**src/rtl/rst_seq.sv**
```systemverilog
// rst_seq: releases per-domain active-low resets in order once reset is released and PLL lock is stable.
module rst_seq #(
    parameter int STAGES    = 3,
    parameter int LOCK_FILT = 4,
    parameter int HOLD_CYC  = 16,
    parameter int GAP_CYC   = 4,
    parameter int CNT_W     = 8
) (
    input  logic              clk,
    input  logic              rst_n,
    input  logic              rst_sync,
    input  logic              pll_locked,
    output logic [STAGES-1:0] stage_rst_n,
    output logic              init_done,
    output logic [2:0]        state_o
);
    typedef enum logic [2:0] {
        IDLE      = 3'd0,
        WAIT_LOCK = 3'd1,
        HOLD      = 3'd2,
        RELEASE   = 3'd3,
        DONE      = 3'd4
    } state_t;

    localparam logic [CNT_W-1:0] LOCK_LAST = CNT_W'(LOCK_FILT - 1);
    localparam logic [CNT_W-1:0] HOLD_LAST = CNT_W'(HOLD_CYC - 1);
    localparam logic [CNT_W-1:0] GAP_LAST  = CNT_W'(GAP_CYC - 1);
    localparam logic [2:0]       IDX_LAST  = 3'(STAGES - 1);

    state_t            r_state;
    logic [CNT_W-1:0]  r_cnt;
    logic [2:0]        r_idx;
    logic [1:0]        r_sync;
    logic [STAGES-1:0] r_stage;
    logic              r_done;
    logic              w_locked;
    logic              w_abort;

    assign w_locked    = r_sync[1];
    assign w_abort     = !rst_sync || !w_locked;
    assign stage_rst_n = r_stage;
    assign init_done   = r_done;
    assign state_o     = r_state;

    always_ff @(posedge clk or negedge rst_n) begin
        if (!rst_n) begin
            r_state <= IDLE;
            r_cnt   <= '0;
            r_idx   <= '0;
            r_sync  <= '0;
            r_stage <= '0;
            r_done  <= 1'b0;
        end else begin
            r_sync <= {r_sync[0], pll_locked};
            case (r_state)
                IDLE: begin
                    r_cnt   <= '0;
                    r_idx   <= '0;
                    r_stage <= '0;
                    r_done  <= 1'b0;
                    if (rst_sync) r_state <= WAIT_LOCK;
                end
                WAIT_LOCK: begin
                    if (!rst_sync) begin
                        r_state <= IDLE;
                        r_cnt   <= '0;
                    end else if (!w_locked) begin
                        r_cnt <= '0;
                    end else if (r_cnt == LOCK_LAST) begin
                        r_state <= HOLD;
                        r_cnt   <= '0;
                    end else begin
                        r_cnt <= r_cnt + 1'b1;
                    end
                end
                HOLD, RELEASE, DONE: begin
                    // reset-release loss outranks lock loss
                    if (w_abort) begin
                        r_state <= rst_sync ? WAIT_LOCK : IDLE;
                        r_cnt   <= '0;
                        r_idx   <= '0;
                        r_stage <= '0;
                        r_done  <= 1'b0;
                    end else if (r_state == HOLD) begin
                        if (r_cnt == HOLD_LAST) begin
                            r_state <= RELEASE;
                            r_cnt   <= '0;
                            r_idx   <= '0;
                        end else begin
                            r_cnt <= r_cnt + 1'b1;
                        end
                    end else if (r_state == RELEASE) begin
                        if (r_cnt == GAP_LAST) begin
                            r_stage <= r_stage | (STAGES'(1) << r_idx);
                            r_cnt   <= '0;
                            r_idx   <= r_idx + 1'b1;
                            if (r_idx == IDX_LAST) begin
                                r_state <= DONE;
                                r_done  <= 1'b1;
                            end
                        end else begin
                            r_cnt <= r_cnt + 1'b1;
                        end
                    end
                end
                default: begin
                    r_state <= IDLE;
                    r_cnt   <= '0;
                    r_idx   <= '0;
                    r_stage <= '0;
                    r_done  <= 1'b0;
                end
            endcase
        end
    end
endmodule
```
**config.mk**
```make
export PLATFORM = sky130hd
export DESIGN_NAME = rst_seq
export DESIGN_NICKNAME = d
export VERILOG_FILES = /design/src/rtl/rst_seq.sv
export SDC_FILE = /design/constraint.sdc
export NUM_CORES = 1
export LEC_CHECK = 0
export CORE_MARGIN = 4
export CORE_UTILIZATION = 45
export CTS_CLUSTER_SIZE = 10
export DETAILED_ROUTE_END_ITERATION = 6
export MAX_ROUTING_LAYER = met4
export PLACE_DENSITY = 0.76
export SLEW_MARGIN = 20
export SYNTH_ARGS = -nofsm -noshare
export SYNTH_HDL_FRONTEND = slang
export SYNTH_SLANG_ARGS = --single-unit
```
**constraint.sdc**
```tcl
create_clock -name clk -period 1.7 [get_ports clk]
set_input_delay 0.425 -clock clk [delete_from_list [all_inputs] [get_ports clk]]
set_output_delay 0.425 -clock clk [all_outputs]
set_load 0.005 [all_outputs]
```
; Word-level counts from Yosys, hierarchy flattened
; Index checks and enable logic that the tools add are counted.
[word_totals]
wordCells = 75
out_inout_bits = 7
reg_bits = 20
[classes]
n_mux = 37
n_reduce_logical = 9
n_bitwise = 2
add_sub_neg = 2
shift = 1
eq_ne = 18
[op_table]
columns = op, count
row1 = 3-bit 2-to-1 mux, 19
row2 = 8-bit 2-to-1 mux, 7
row3 = 3-bit != test (second input constant), 6
row4 = 4-bit != test (second input constant), 4
row5 = 8-bit one-hot mux with 2 select lines, 1
row6 = 3-bit one-hot mux with 2 select lines, 2
row7 = 3-bit by 2-bit == test with 1-bit output (second input constant), 3
row8 = 3-bit one-hot mux with 3 select lines, 1
row9 = 8-bit by 1-bit adder with 8-bit output (second input constant), 1
row10 = 8-bit by 2-bit == test with 1-bit output (second input constant), 1
row11 = 8-bit by 4-bit == test with 1-bit output (second input constant), 1
row12 = 4-bit AND reduction, 2
row13 = 7-bit AND reduction, 1
row14 = 1-bit 2-to-1 mux, 6
row15 = 5-bit AND reduction, 1
row16 = 3-bit by 1-bit adder with 3-bit output (second input constant), 1
row17 = 3-bit by 1-bit == test with 1-bit output (second input constant), 1
row18 = 3-bit == test (second input constant), 1
row19 = 3-bit logical NOT, 1
row20 = 3-bit OR, 1
row21 = 3-bit OR reduction, 1
row22 = 1-bit by 3-bit << shifter with 3-bit output (first input constant), 1
row23 = 1-bit logical NOT, 2
row24 = 2-bit != test (second input constant), 1
row25 = other kinds (3), 3

; Depth between registers and ports, before layout
[depth]
ltp_word = 7
depth_mapped = 6
mapped_depth_nobuf = 6

; Least setup slack after synthesis
; No wires, ideal clock.
[synth_timing]
path_kind = register to register
start = register r_cnt[0]
end = register r_state[0], in the netlist state_o[0]
t_arrival_ps = 1744
period_less_slack_ps = 1869
setup_ps = 125
setup_slack_ps = -169
stages_incl_launch_ff = 7
cell_sequence = dfrtp_1 > ha_1 > and3_1 > a211oi_1 > nor2_1 > and3_4 > mux2_4
[synth_between]
elab_chain_cells = 3
elab_cells_between_ends = 6
classes_between = 5 x eq/ne / 1 x reduce/logical
[synth_lines]
columns = item, line_no
row1 = "start, declared", 31  ; logic [CNT_W-1:0] r_cnt;
row2 = "start signal, assigned", 73  ; r_cnt <= r_cnt + 1'b1;
row3 = "start signal, assigned", 90  ; r_cnt <= r_cnt + 1'b1;
row4 = "start signal, assigned", 102  ; r_cnt <= r_cnt + 1'b1;
row5 = 8-bit by 4-bit == test with 1-bit output or 8-bit by 2-bit == test with 1-bit output (tied branches), "85, 69, 93"
row6 = 4-bit != test (no line) or 3-bit != test (tied branches), --
row7 = 7-bit AND reduction (no line) *, --
row8 = "end signal, assigned", 79  ; r_state <= rst_sync ? WAIT_LOCK : IDLE;
row9 = "end, declared", 30  ; state_t r_state;
; Mark *: on every way between the ends. The rest lies on a longest branch, timed or not.
; A chain may end at the register's enable or synchronous reset.

; Worst setup path after layout
[layout_timing]
start = register r_cnt[6]
end = register r_state[0], in the netlist state_o[0]
; The elaborated chain is that of the path after synthesis.

==> metrics list <==
* Outcome: finished with violations
* Violated checks: setup timing
* Initial antenna violation count: 0
- The most used flip-flop cell after synthesis is dfrtp_1.
- Based on the critical path, the design can be clocked at up to 0.5333 GHz.
- Startpoint class of the critical path: flop
* Io pins: 11
* Number of global-route vias before repair: 1283
* End of the worst register-to-register path: state_o[0]$_DFFE_PN0P_
* Area growth, synth to finish: 57.79%
* Site Rows: 18
- After technology mapping, the gate count stands at 139.
- The number of nets in the synthesized netlist is 148.
* Pwr per Cell Area: 976.1 nW/um2
* Vias: 1370
- Final weighted congestion in routability-driven placement: 0.9776
- DP HPWL: 2.303 mm
- The slowest stage of the critical path is the dfrtp_1 cell.
* Worst Setup Path Type: flop to flop
* Synth Cell Area: 1269 um2
* Leakage power of the design: 0.0009646 uW
- In the synthesized netlist the async set-or-reset flop fraction comes to 100.0%.
- Measured against its own limit, the worst slew margin works out to 78.24%.
- 0 antenna diodes ended up in the layout.
- After synthesis the netlist holds a flip-flop and latch count of 20.
- The worst path in the final design needs a cycle of 1.875 ns, including I/O delays and setup.
- Of all nets on the critical path, the largest fanout is 5.
- Routed wire length: 4.171 mm
* Iteration-0 DRC Markers: 115
- After clock tree synthesis, the clock-pin slew on the worst setup and hold paths is 0.12 ns.
* Delay of the slowest critical-path stage: 0.44 ns
- Vias per cell: 5.983
- Entering global routing, the biggest net connects 21 pins.
* Req. time, crit path: 1.92 ns
- Overall die height: 61.10 um
* CTS Root Buffer Type: clkbuf_4
- In this run the standard cell core region covers 2590 um2.
- Detailed-router iteration count before antenna repair: 5
- Endpoint type of the worst setup path: flop
* RSZ-0062 raised after global routing: true
- In this run the remaining antenna-violating nets after routing total 0.
* Clock tree from TritonCTS: done
* Layout cells sized above 1: 43.72%
* Source of the worst register-to-register timing path: r_cnt[6]$_DFFE_PN0P_
* Commonest non-fill, non-tap cells in the layout: buf_4, dfrtp_1, nand2_1
* Number of flops mapped to enable cells by yosys: 0
* GRT Residual Overflow: 0
* Worst path buffer plus inverter count: 1
- For this run, the post-layout net count is 209.
* Synthesized area per cell: 9.127 um2
- Final Slew Violations: 0
* Least-Margin Pin Slew: 0.3264 ns
- CTS Sinks: 20
- Number of buffers inserted by port buffering: 10
* Fin worst setup slack: -0.1752 ns
- Number of instances on the worst hold path: 0
- At the later pin of the worst-skew pair, clock insertion delay measures 0.32 ns.
- For the worst flop-to-flop path, the logic depth is 6.
- The critical path goes through nor4_4, buf_4, nand2_8, o21ai_1, and3_4, mux2_4.
- Die width: 61.10 um
* Kind of cell adding the most delay to the critical path: simple AND/OR/NAND/NOR gates
- Data on the critical path arrives at its endpoint at 2.09 ns.
* Hold WS: 0.3637 ns
* Flop2flop setup slack: -0.18 ns
- Filler cells: 159
- Final setup violation count: 14
* Clock tree buffer depth: 2
- GRT Overall Usage: 22.67%
* Endpoint of the worst hold-timing path: r_sync[1]$_DFF_PN0_
- Average detailed-routed wire length per instance: 18.21 um
* Post-route clock period utilization: 110.3%
* Worst voltage drop across the vdd grid: 1.004 mV
- Number of remaining DRC errors: 0
* Final count of hold timing violations: 0
- For this configuration, the core starts out at a cell density of 48.99%.
- Most common cell after layout, fill and taps aside: buf_4
- Class of the tightest hold or removal check: flop to flop
* Wire length of the first global-routing pass: 6.016 mm
- Worst Min Path Start: r_sync[0]$_DFF_PN0_
- Max-cap violation count: 0
- Summed over all failing endpoints, the final setup total negative slack is -1.775 ns.
- The Yosys step of the flow raised 0 warnings.
- Worst Clk Skew: 0.002745 ns
* H-tree depth: 1
- DIE AREA: 3733 um2
- Count of cell types in the netlist: 43
- Num CTS Buffers: 3
- After synthesis, flip-flops and latches occupy 39.45% of the total area.
==> worst register-to-register path: cells and delay by family (launching register included) <==
kind / cells / cell delay, ns
flip-flops: 1 / 0.44
AO/OA/AOI/OAI: 1 / 0.15
buffers and inverters: 1 / 0.21
multiplexers: 1 / 0.29
AND/OR/NAND/NOR: 3 / 0.68
==> metrics by stage <==
step	utilization (%)	std cells	cell area [um2]	worst slack [ns]	total power [uW]
after floorplan	-	139	1286	0.004480	1056
after global placement	61.79	201	1600	-0.3806	1280
after detailed placement	61.79	201	1600	-0.5063	1305
after CTS	70.68	220	1831	-0.1340	1747
after global routing	77.29	229	2002	-0.3158	2059
final	77.29	229	2002	-0.1752	1954
==> cell families (layout without fill, tap and decap cells) <==
group	count (synthesis)	after routing	synth area share (%)
AND/OR/NAND/NOR	58	58	25.74
flip-flops	20	20	39.45
AO/OA/AOI/OAI	40	40	21.89
buffers and inverters	12	72	4.142
multiplexers	3	3	3.156
XOR/XNOR	1	1	0.6905
adder cells (fa/ha/maj)	5	5	4.931
==> state kept, by name, indices dropped and copies added (netlist names) <==
name         flops
r_cnt            8
init_done        1
r_sync           2
r_idx            3
stage_rst_n      3
state_o          3
==> metal layers <==
layer  wire length, um  GRT usage (%)  up-vias
met5                 0              -        -
met4               113          9.598        0
met3               254          2.935       14
met2              2095          38.22       59
met1              1709          27.08      680
li1                  -              -      617
==> Yosys cell counts (all sizes together) (3+ instances only) <==
cell / number / area, um2
dfrtp: 20 / 500.5
nand2: 17 / 66.32
o21ai: 12 / 60.05
nor2: 10 / 37.54
inv: 7 / 26.28
a21oi: 6 / 33.78
nand2b: 6 / 37.54
a21o: 5 / 37.54
ha: 5 / 62.56
nand3: 5 / 25.02
and3: 4 / 30.03
buf: 4 / 22.52
a211oi: 3 / 22.52
a22o: 3 / 26.28
nor4: 3 / 33.78
==> power breakdown <==
part	switching, uW	internal [uW]	leakage, uW
clock	166	131	0.0000210
sequential	36.3	520	0.000270
combinational	542	559	0.000674
total	744	1210	0.000965
==> worst max path at each step <==
stage	depth (start not counted)	from	slack, ns	to
6_report	6	r_cnt[6]$_DFFE_PN0P_	-0.18	state_o[0]$_DFFE_PN0P_
5_1_grt	8	state_o[0]$_DFFE_PN0P_	-0.32	r_cnt[6]$_DFFE_PN0P_
4_1_cts	6	r_cnt[5]$_DFFE_PN0P_	-0.13	r_idx[0]$_DFFE_PN0P_
3_5_place_dp	7	rst_sync	-0.51	r_cnt[4]$_DFFE_PN0P_
3_3_place_gp	6	rst_sync	-0.38	state_o[1]$_DFFE_PN0P_
2_1_floorplan	5	state_o[0]$_DFFE_PN0P_	0.004	state_o[0]$_DFFE_PN0P_
==> cell type report <==
cell class	count	area, um2	area share (%)
repair buffers	61	498.0	24.88
well taps	30	37.54	1.875
inverters	7	26.28	1.313
multi-input cells	107	903.4	45.12
flip-flops and latches	20	500.5	25.00
clock buffers	4	36.28	1.812
==> repair_timing <==
item / CTS / global route
pin swaps: 16 / 13
resized for setup: 27 / 24
endpoints found under the setup margin: 17 / 17
gates cloned: 1 / 0
hold buffers: 0 / 0
buffers inserted: 14 / 10
Note: power is estimated with default switching activity, not from simulation.
